$ cat src/rtl/uart_tx_fifo.sv
// rtl/uart_tx_fifo.sv - FIFO-fed UART transmitter with runtime parity/stop config; define UART_TX_BREAK_EN for line-break support
module uart_tx_fifo #(
   parameter int DATA_W       = 8,
   parameter int CLKS_PER_BIT = 16,
   parameter int FIFO_DEPTH   = 4
) (
   input  logic              clk,
   input  logic              rst,
   input  logic [DATA_W-1:0] wr_data,
   input  logic              wr_valid,
   output logic              wr_ready,
   input  logic              parity_en,
   input  logic              even_parity,
   input  logic              two_stop,
`ifdef UART_TX_BREAK_EN
   input  logic              brk,
`endif
   output logic              tx,
   output logic              tx_busy,
   output logic              tx_done,
   output logic              fifo_empty
);

   localparam int PW = $clog2(FIFO_DEPTH);
   localparam int CW = $clog2(FIFO_DEPTH) + 1;
   localparam int BW = (CLKS_PER_BIT > 1) ? $clog2(CLKS_PER_BIT) : 1;
   localparam int NW = 4;

   typedef enum logic [2:0] {
      S_IDLE,
      S_START,
      S_DATA,
      S_PARITY,
`ifdef UART_TX_BREAK_EN
      S_BREAK,
      S_BRK_END,
`endif
      S_STOP
   } state_t;

   state_t              state;
   state_t              state_n;
   state_t              frame_next;

   logic [DATA_W-1:0]   mem [FIFO_DEPTH];
   logic [PW-1:0]       wr_ptr;
   logic [PW-1:0]       rd_ptr;
   logic [CW-1:0]       count;
   logic                push;
   logic                pop;

   logic [DATA_W-1:0]   data_q;
   logic                par_q;
   logic                par_en_q;
   logic                two_q;

   logic [BW-1:0]       baud_cnt;
   logic [NW-1:0]       bit_cnt;
   logic                cell_end;
   logic                last_stop;
   logic                tx_q;
   logic                tx_next;

   assign fifo_empty = (count == '0);
   assign wr_ready   = (count != CW'(FIFO_DEPTH));
   assign push       = wr_valid && wr_ready;
   // START is only ever entered through a pop of the head word
   assign pop        = (state_n == S_START) && (state != S_START);
   assign cell_end   = (baud_cnt == BW'(CLKS_PER_BIT - 1));
   assign last_stop  = cell_end && (bit_cnt == {{(NW-1){1'b0}}, two_q});
   assign tx         = tx_q;

   // Where to go at a frame boundary: break request first, then queued data
`ifdef UART_TX_BREAK_EN
   assign frame_next = brk ? S_BREAK : (!fifo_empty ? S_START : S_IDLE);
`else
   assign frame_next = !fifo_empty ? S_START : S_IDLE;
`endif

   // FIFO storage write port (no reset needed, validity tracked by count)
   always_ff @(posedge clk) begin
      if (push) begin
         mem[wr_ptr] <= wr_data;
      end
   end

   // FIFO pointers/count and per-frame latch of data and line config
   always_ff @(posedge clk or posedge rst) begin
      if (rst) begin
         wr_ptr   <= '0;
         rd_ptr   <= '0;
         count    <= '0;
         data_q   <= '0;
         par_q    <= 1'b0;
         par_en_q <= 1'b0;
         two_q    <= 1'b0;
      end else begin
         if (push) begin
            wr_ptr <= wr_ptr + 1'b1;
         end
         if (pop) begin
            rd_ptr   <= rd_ptr + 1'b1;
            data_q   <= mem[rd_ptr];
            par_en_q <= parity_en;
            two_q    <= two_stop;
            par_q    <= even_parity ? (^mem[rd_ptr]) : (~^mem[rd_ptr]);
         end else if (state == S_DATA && cell_end) begin
            data_q <= data_q >> 1;
         end
         if (push && !pop) begin
            count <= count + 1'b1;
         end else if (pop && !push) begin
            count <= count - 1'b1;
         end
      end
   end

   // State register, bit-cell timing counters and registered serial line
   always_ff @(posedge clk or posedge rst) begin
      if (rst) begin
         state    <= S_IDLE;
         tx_q     <= 1'b1;
         baud_cnt <= '0;
         bit_cnt  <= '0;
      end else begin
         state <= state_n;
         tx_q  <= tx_next;
         if (state_n != state || cell_end || state == S_IDLE) begin
            baud_cnt <= '0;
         end else begin
            baud_cnt <= baud_cnt + 1'b1;
         end
         if (state_n != state) begin
            bit_cnt <= '0;
         end else if (cell_end) begin
            bit_cnt <= bit_cnt + 1'b1;
         end
      end
   end

   // Next-state decode: advance one bit cell at a time through the frame
   always_comb begin
      state_n = state;
      case (state)
         S_IDLE: begin
`ifdef UART_TX_BREAK_EN
            if (brk) begin
               state_n = S_BREAK;
            end else
`endif
            if (!fifo_empty) begin
               state_n = S_START;
            end
         end
         S_START: begin
            if (cell_end) state_n = S_DATA;
         end
         S_DATA: begin
            if (cell_end && bit_cnt == NW'(DATA_W - 1)) begin
               state_n = par_en_q ? S_PARITY : S_STOP;
            end
         end
         S_PARITY: begin
            if (cell_end) state_n = S_STOP;
         end
         S_STOP: begin
            if (last_stop) state_n = frame_next;
         end
`ifdef UART_TX_BREAK_EN
         S_BREAK: begin
            if (!brk) state_n = S_BRK_END;
         end
         S_BRK_END: begin
            if (cell_end) state_n = frame_next;
         end
`endif
         default: state_n = S_IDLE;
      endcase
   end

   // Output decode: line level for the coming cycle, busy and done flags
   always_comb begin
      tx_next = 1'b1;
      case (state_n)
         S_START:  tx_next = 1'b0;
         S_DATA:   tx_next = (state == S_DATA && cell_end) ? data_q[1] : data_q[0];
         S_PARITY: tx_next = par_q;
`ifdef UART_TX_BREAK_EN
         S_BREAK:  tx_next = 1'b0;
`endif
         default:  tx_next = 1'b1;
      endcase
      tx_busy = (state != S_IDLE);
      tx_done = (state == S_STOP) && last_stop;
   end

endmodule

$ cat config.mk
export PLATFORM = sky130hd
export DESIGN_NAME = uart_tx_fifo
export DESIGN_NICKNAME = d
export VERILOG_FILES = /design/src/rtl/uart_tx_fifo.sv
export SDC_FILE = /design/constraint.sdc
export NUM_CORES = 1
export LEC_CHECK = 0
export CORE_MARGIN = 5
export CORE_UTILIZATION = 55
export CTS_CLUSTER_DIAMETER = 60
export CTS_CLUSTER_SIZE = 24
export DETAILED_ROUTE_END_ITERATION = 8
export HOLD_SLACK_MARGIN = 0.06
export PLACE_DENSITY = 0.75
export SLEW_MARGIN = 20
export SYNTH_ARGS = -nofsm -noshare
export SYNTH_HDL_FRONTEND = slang
export SYNTH_SLANG_ARGS = --single-unit
$ cat constraint.sdc
create_clock -name clk -period 3.8 [get_ports clk]
set_input_delay 1.14 -clock clk [delete_from_list [all_inputs] [get_ports clk]]
set_output_delay 1.14 -clock clk [all_outputs]
set_load 0.01 [all_outputs]
Word level (Yosys, flattened, before mapping)
Memories as Yosys holds them, arrays and structs flattened.
Cells that the tools add are included.
Storage, ports and cells
  bits in registers: 30
  RAM bits: 32
  input port bits: 14
  logic and storage cells: 71
  memories kept: 1
Cells by class
  add/subtract/negate cells: 6
  equality and inequality tests: 13
  multiplexer cells: 20
  reduce and logical (&&, ||, !) cells: 20
Memories
  mem: depth 4, bits a word 8, rd ports 1, clocked after Yosys merged registers in 0, wr ports 1, line 45  | logic [DATA_W-1:0] mem [FIFO_DEPTH];
Operators by type and width (count)
  $mux W3: 8
  $mux W8: 2
  $pmux W3 S5: 1
  $eq A3 B2 Y1 const B: 4
  $mux W4: 3
  $add A4 B1 Y4 const B: 2
  $logic_and A1 B1 Y1: 8
  $reduce_xnor A8 Y1: 1
  $reduce_xor A8 Y1: 1
  $eq A3 B1 Y1 const B: 2
  $logic_not A3 Y1: 2
  $reduce_bool A2 Y1: 3
  $mux W1: 5
  $add A2 B1 Y2 const B: 2
  $eq A4 B1 Y1: 1
  $eq A4 B3 Y1 const B: 1
  $eq A4 B4 Y1 const B: 1
  $add A3 B1 Y3 const B: 1
  $eq A3 B3 Y1 const B: 1
  $ne A3 B1 Y1 const B: 1
  $ne A3 B3 Y1: 1
  $ne A3 B3 Y1 const B: 1
  $pmux W1 S3: 1
  $reduce_bool A3 Y1: 1
  3 further kinds: 5

Longest topological paths before layout
Gate-level depths: netlist (run 1).
  depth in word-level cells: 9
  mapped depth: 13

Worst setup path before layout (run 1)
Ideal clock, no wire load.
  path kind: reg2reg
  start: reg baud_cnt[0]
  end: reg count[1]
  arrival: 2507 ps
  setup slack: 1169 ps
  stages on the path, launching flop included: 12
  path buffers: 2
  period minus slack after synthesis: 2631 ps
  path through: dfrtp_1 > ha_1 > and3_1 > buf_4 > nand3_1 > a21oi_2 > buf_2 > inv_1 > ha_1 > inv_1 > fa_1 > mux2_2
On the way
  word-level cells in the longest chain between the ends: 9
  elaborated cells between the ends (all ways): 15
  those cells by class: 2 x eq/ne; 6 x mux; 7 x reduce/logical
RTL lines
  from (decl): line 57  | logic [BW-1:0] baud_cnt;
  from (signal assigned): line 131  | baud_cnt <= baud_cnt + 1'b1;
  $eq A4 B4 Y1 *: line 69  | assign cell_end = (baud_cnt == BW'(CLKS_PER_BIT - 1));
  $logic_and A1 B1 Y1 (on tied branches): line 70, 159
  $mux W3 (on tied branches): line 167, 159
  $pmux W3 S5 *: line 144  | case (state)
  $eq A3 B1 Y1 *: line 68  | assign pop = (state_n == S_START) && (state != S_START);
  $logic_and A1 B1 Y1 *: line 68
  $logic_not A1 Y1: line 110  | if (push && !pop) begin
  $logic_and A1 B1 Y1: line 110
  $mux W3 or $reduce_bool A2 Y1 (tied branches)
  to (signal assigned): line 111  | count <= count + 1'b1;
  to (signal assigned): line 113  | count <= count - 1'b1;
  to (decl): line 48  | logic [CW-1:0] count;
Mark *: on every way between the ends. The rest lies on a longest branch, timed or not.
A chain may end at the register's enable or synchronous reset.

Final worst setup path (run 1)
  start: reg baud_cnt[0]
  end: out tx_done
On the way
  word-level cells in the longest chain between the ends: 3
RTL lines
  $eq A4 B4 Y1: line 69
  $logic_and A1 B1 Y1: line 70  | assign last_stop = cell_end && (bit_cnt == {{(NW-1){1'b0}}, two_q});
  $logic_and A1 B1 Y1: line 194  | tx_done = (state == S_STOP) && last_stop;
  to (decl): line 20  | output logic tx_done,
No other way between the ends.

==> metrics.cfg, run 1 <==
[status]
status = complete, no violations

[timing]
relSlewSlack = 0.672
rsz0062_at_grt = no
finalCritPeriodShare = 0.897
worst_clock_skew_ns = 0.00573
setup-tns-final_ns = 0
final-setup-viol-count = 0
final_max_slew_viol_count = 0
tightest_slew_ns = 0.492
hold_ws_ns = 0.466
max_freq_mhz = 293
period_minus_slack_ns = 3.41
finalHoldViolCount = 0

[logic_synthesis]
async_flop_share = 0.484
muxShareOfSynthArea = 0.0889
netlist_instances = 204
synth.most_common_cell = edfxtp_1
synth_top_cell_area_share = 0.341
ys_ff_latch = 62
yosys.area.top_type = edfxtp_1
synth-main-ff-cell = edfxtp_1
yosys_warnings = 0
synthTopCellsByCount = edfxtp_1 (32), dfrtp_1 (29), nand2_1 (14), nor2_1 (14), xnor2_1 (9)
synth-edff-count = 32
synth_nets = 226
syn_area_per_cell_um2 = 13.8
synth_top_family_by_area = simple AND/OR/NAND/NOR gates
ys_seq_area_frac = 0.609
synth-compound-area-share = 0.0796
synth.area.top_cells = edfxtp_1 (34%), dfrtp_1 (26%), mux4_1 (3.7%)
synth_cell_types = 41
synth-xor-area-share = 0.0667
synth-simple-area-share = 0.0912
synthAdderAreaFrac = 0.0382
syn_area_mm2 = 0.00281

[clocking]
htree_levels = 3
cts.sinks = 62
cts-resized-gates = 0
cts_tree = yes
cts_setup_buffers = 0
clock_path_buffers = 2
holdBufCountCts = 0
clkSlewWorstSetupHoldPaths_ns = 0.07
cts_buffers = 9
clk_latency_ns = 0.33
ctsRootBufferMaster = clkbuf_8

[finish]
fin_nets = 248
drive_gt1_frac = 0.126
seq_area_mm2 = 0.00171
syn_to_final_growth_pct = 15.4
diodes = 0
multi_input_area_mm2 = 0.00103
fill_cells = 394

[setup_path]
critPathLaunch = baud_cnt[0]$_DFF_PP0_
cp_cell_sequence = ha_1 -> and3_1 -> nand3_1 -> nor2_1 -> clkdlybuf4s50_1
worst-path-buf-inv = 1
r2r_end = count[1]$_DFFE_PP0P_
reg2reg_slack_ns = 0.97
reg2reg_from = baud_cnt[0]$_DFF_PP0_
ff2ff_path_depth = 10
cpPeakStageDelay_ns = 0.54
crit_type = flip-flop to output pin
required_ns = 2.66
slowest_stage = clkdlybuf4s50_1
cp_max_fo = 10
crit_path_end_kind = output pin
cp-start-kind = flip-flop
cp.arrival_ns = 2.27
cp_top_family = simple AND/OR/NAND/NOR gates

[pwr]
ir_drop_mv = 0.343
cellPowerDensity_mw_per_mm2 = 527
p_leak_nw = 1.31

[die]
die-height_um = 81.5
fp.dieW_um = 81.5
coreArea_mm2 = 0.00504
rows = 26
dieArea_mm2 = 0.00665
ioPinCount = 19
initial_utilization = 0.558

[grt]
grt_max_degree = 31
grt_pass1_wl_mm = 7.56
grt_pass1_vias = 1595
grt_use_total = 0.159
grt-ovfl-total = 0
antenna_found_initial = 0

[drt]
detail_route.wl_per_cell_um = 15.0
drc = 0
drtIter0Drc = 62
drtPass1Iterations = 4
wl_mm = 4.52
ant_nets = 0
vias = 1603
vias_per_cell = 5.33

[placement]
hpwl_mm = 3.11
place_congestion = 0.858
portBuffers = 18

[job]
drv_cap = 0

[hold_path]
holdPathStages = 1
min_from = baud_cnt[0]$_DFF_PP0_
hold_class = flip-flop to flip-flop
whs_endpoint = baud_cnt[0]$_DFF_PP0_

==> cells in the final DEF (no fill, tap or decap), types with 8 or more instances in the layout <==
cell type / instances
a21oi_1: 8
xor2_1: 8
nor2_1: 14
xnor2_1: 9
clkbuf_8: 9
dfrtp_1: 29
clkdlybuf4s50_1: 18
nand2_1: 14
edfxtp_1: 32
==> stage by stage <==
step / utilization / cells / power, W / setup WS (ns) / instance area, um2
after global placement: 0.604 / 285 / 0.00116 / 0.813 / 3050
after floorplan: - / 204 / 0.00107 / 1.17 / 2810
final: 0.644 / 301 / 0.00171 / 0.390 / 3250
after global routing: 0.644 / 301 / 0.00180 / 0.222 / 3250
after detailed placement: 0.604 / 285 / 0.00117 / 0.734 / 3050
after CTS: 0.644 / 301 / 0.00174 / 0.398 / 3250
==> registers in the layout (all words and copies together), names as in the netlist <==
name,flops
baud_cnt,4
par_q,1
bit_cnt,4
count,3
rd_ptr,2
two_q,1
mem,32
par_en_q,1
state,3
tx,1
data_q,8
wr_ptr,2
==> where the power goes <==
| part | switching [W] | leakage, nW | internal (W) |
|---|---|---|---|
| Clock | 0.000258 | 0.0931 | 0.000307 |
| Sequential | 0.0000425 | 0.662 | 0.000813 |
| Combinational | 0.000146 | 0.552 | 0.000145 |
==> worst max-delay path by stage <==
stage / endpoint / cells after the start
2_1_floorplan: count[1]$_DFFE_PP0P_ / 11
3_3_place_gp: tx_done / 5
3_5_place_dp: count[2]$_DFFE_PP0P_ / 8
4_1_cts: tx_done / 5
5_1_grt: tx_done / 5
6_report: tx_done / 5
==> kinds of logic (layout without fill, tap and decap cells) <==
logic type	Yosys count	in the layout
xor+xnor	19	19
mux	13	13
simple gates	53	53
buf+inv	16	43
compound gates	33	33
fa+ha+maj	8	8
flops	62	62
==> metal layers <==
metal	up-vias	part of all wire	wire length (um)	track usage
met2	25	0.49	2210	0.252
met5	-	0	0	0
met3	8	0.042	188	0.0592
met4	0	0.021	94	0.0709
li1	793	-	-	-
met1	777	0.45	2020	0.196
==> worst reg2reg max path, delay by kind of cell (launching register included) <==
kind                       cells  cell delay, ns
adders and majority gates      3            0.84
AOI/OAI and AO/OA              1            0.19
and+or+nand+nor                2            0.65
muxes                          1            0.27
buffers and inverters          3            0.40
DFF                            1            0.37
==> layout make-up <==
class / count / area share
multi-input cells: 126 / 0.316
inverters: 7 / 0.00809
clock buffers: 10 / 0.0393
clock inverters: 6 / 0.0220
repair buffers: 20 / 0.0601
flip-flops and latches: 62 / 0.528
well taps: 70 / 0.0270
Note: power is estimated with default switching activity, not from simulation.
==> run 2: changes to the inputs <==
--- a/config.mk
+++ b/config.mk
@@ -5,13 +5,15 @@
 export SDC_FILE = /design/constraint.sdc
 export NUM_CORES = 1
 export LEC_CHECK = 0
+export CORE_ASPECT_RATIO = 0.6
 export CORE_MARGIN = 5
 export CORE_UTILIZATION = 55
 export CTS_CLUSTER_DIAMETER = 60
-export CTS_CLUSTER_SIZE = 24
+export CTS_CLUSTER_SIZE = 28
 export DETAILED_ROUTE_END_ITERATION = 8
 export HOLD_SLACK_MARGIN = 0.06
 export PLACE_DENSITY = 0.75
+export SKIP_LAST_GASP = 1
 export SLEW_MARGIN = 20
 export SYNTH_ARGS = -nofsm -noshare
 export SYNTH_HDL_FRONTEND = slang
==> run 2 against run 1 <==
Design area down 0.92%. Non-clock buffer count unchanged. Worst setup slack worse by 0.030 ns. Routed wire length up 7.7%. Critical path depth unchanged. Via count up 0.19%. Combinational power up 2%. Hold slack worse by 0.0023 ns. Sequential power up 0.6%. Fmax down 0.88%. Largest cell class unchanged.
==> metrics.cfg, run 2 (synthesis results as in run 1) <==
[timing]
finalHoldViolCount = 0  ; unchanged
relSlewSlack = 0.656  ; was 0.672
period_minus_slack_ns = 3.44  ; was 3.41 ns
final-setup-viol-count = 0  ; unchanged
tightest_slew_ns = 0.516  ; was 0.492 ns
hold_ws_ns = 0.464  ; was 0.466 ns
max_freq_mhz = 291  ; was 293 MHz
finalCritPeriodShare = 0.905  ; was 0.897
rsz0062_at_grt = no  ; unchanged
setup-tns-final_ns = 0  ; unchanged
worst_clock_skew_ns = 0.00507  ; was 0.00573 ns
final_max_slew_viol_count = 0  ; unchanged

[finish]
post-route-util = 0.643  ; was 0.644
syn_to_final_growth_pct = 14.3  ; was 15.4%
fin_cells = 297  ; was 301
drive_gt1_frac = 0.130  ; was 0.126
fin_area_mm2 = 0.00322  ; was 0.00325 mm2
fin_nets = 248  ; unchanged
top_register = mem  ; unchanged
final_cell_mix = edfxtp_1 (32), dfrtp_1 (29), clkdlybuf4s50_1 (18), nor2_1 (14), nand2_1 (14)  ; unchanged
top_regs = mem (32), data_q (8)  ; unchanged
largest_reg_flops = 32  ; unchanged
final_common_cell = edfxtp_1  ; unchanged
diodes = 0  ; unchanged

[placement]
place_congestion = 0.866  ; was 0.858
dpl_cell_area_mm2 = 0.00304  ; was 0.00305 mm2
portBuffers = 18  ; unchanged
dp.cells = 281  ; was 285
hpwl_mm = 3.44  ; was 3.11 mm

[job]
drv_cap = 0  ; unchanged

[setup_path]
required_ns = 2.66  ; about the same
crit_type = flip-flop to output pin  ; unchanged
ff2ff_path_depth = 10  ; unchanged
crit_path_end_kind = output pin  ; unchanged
cp_max_fo = 10  ; unchanged
cp-start-kind = flip-flop  ; unchanged
cp.arrival_ns = 2.30  ; was 2.27 ns

[drt]
drtIter0Drc = 94  ; was 62
vias_per_cell = 5.41  ; was 5.33
drtPass1Iterations = 4  ; unchanged
vias = 1606  ; was 1603
ant_nets = 0  ; unchanged
wl_mm = 4.86  ; was 4.52 mm
detail_route.wl_per_cell_um = 16.4  ; was 15.0 um
drc = 0  ; unchanged

[clocking]
ctsRootBufferMaster = clkbuf_8  ; unchanged
holdBufCountCts = 0  ; unchanged
cts.sinks = 62  ; unchanged
clkSlewWorstSetupHoldPaths_ns = 0.07  ; about the same
cts_buffers = 9  ; unchanged
cts_setup_buffers = 0  ; unchanged
cts-resized-gates = 0  ; unchanged
cts_tree = yes  ; unchanged
clk_latency_ns = 0.34  ; was 0.33 ns
clock_path_buffers = 2  ; unchanged
htree_levels = 3  ; unchanged

[grt]
grt_max_degree = 31  ; unchanged
grt-ovfl-total = 0  ; unchanged
grt_pass1_wl_mm = 8.13  ; was 7.56 mm
grt_use_total = 0.173  ; was 0.159
grt_pass1_vias = 1605  ; was 1595
antenna_found_initial = 0  ; unchanged

[hold_path]
hold_class = flip-flop to flip-flop  ; unchanged
holdPathStages = 1  ; unchanged

[status]
status = complete, no violations  ; unchanged

[die]
ioPinCount = 19  ; unchanged
dieArea_mm2 = 0.00669  ; was 0.00665 mm2
die-height_um = 65.4  ; was 81.5 um
coreArea_mm2 = 0.00500  ; was 0.00504 mm2
rows = 20  ; was 26
fp.dieW_um = 102  ; was 81.5 um
initial_utilization = 0.562  ; was 0.558

[pwr]
cellPowerDensity_mw_per_mm2 = 514  ; was 527 mW/mm2
ir_drop_mv = 0.252  ; was 0.343 mV
p_leak_nw = 1.30  ; was 1.31 nW

## run 2: changes by cell type in the layout (fill, tap and decap cells not counted)
cell / change
clkinv_4: -1
bufinv_16: -1
clkinvlp_4: +1
clkbuf_1: -1
clkinv_2: +2
## run 2: power by group
group | switching [W] | internal [W]
Sequential | 0.0000473 | 0.000814
Clock | 0.000259 | 0.000236
Combinational | 0.000154 | 0.000145
## run 2: metal layers
metal / up-vias / GRT usage / share of wire
met5: - / 0 / 0
met4: 0 / 0.0786 / 0.011
met3: 4 / 0.0700 / 0.046
met2: 37 / 0.218 / 0.42
met1: 777 / 0.257 / 0.52
li1: 788 / - / -
## run 2: cell type report
type	count	area (um2)
inverter	7	26.3
clock inverter	7	50.0
multi-input combinational	126	1030
clock buffer	9	124
fill	386	1790
timing repair buffer	20	195
sequential	62	1710
tap	66	82.6
## run 2: path summary, 6_finish.rpt
kind	startpoint	end	slack, ns
worst max-delay path	baud_cnt[0]$_DFF_PP0_	tx_done	0.36
worst min-delay path	baud_cnt[0]$_DFF_PP0_	baud_cnt[0]$_DFF_PP0_	0.46
worst max register to register	baud_cnt[0]$_DFF_PP0_	count[1]$_DFFE_PP0P_	0.99
worst min register to register	baud_cnt[0]$_DFF_PP0_	baud_cnt[0]$_DFF_PP0_	0.46
max in group asynchronous	rst	tx$_DFF_PP1_	2.31
min in group asynchronous	rst	count[0]$_DFFE_PP0P_	1.17
## run 2: critical path, cell delays in order, from the launching register on
cell and delay (ns):
dfrtp_1 0.37, ha_1 0.22, and3_1 0.40, nand3_1 0.26
nor2_1 0.15, clkdlybuf4s50_1 0.54
## run 2: stage by stage
step / setup WS, ns / total power [W]
after floorplan: 1.17 / 0.00107
after global placement: 0.795 / 0.00116
after detailed placement: 0.719 / 0.00118
after CTS: 0.361 / 0.00167
after global routing: 0.170 / 0.00175
final: 0.359 / 0.00165
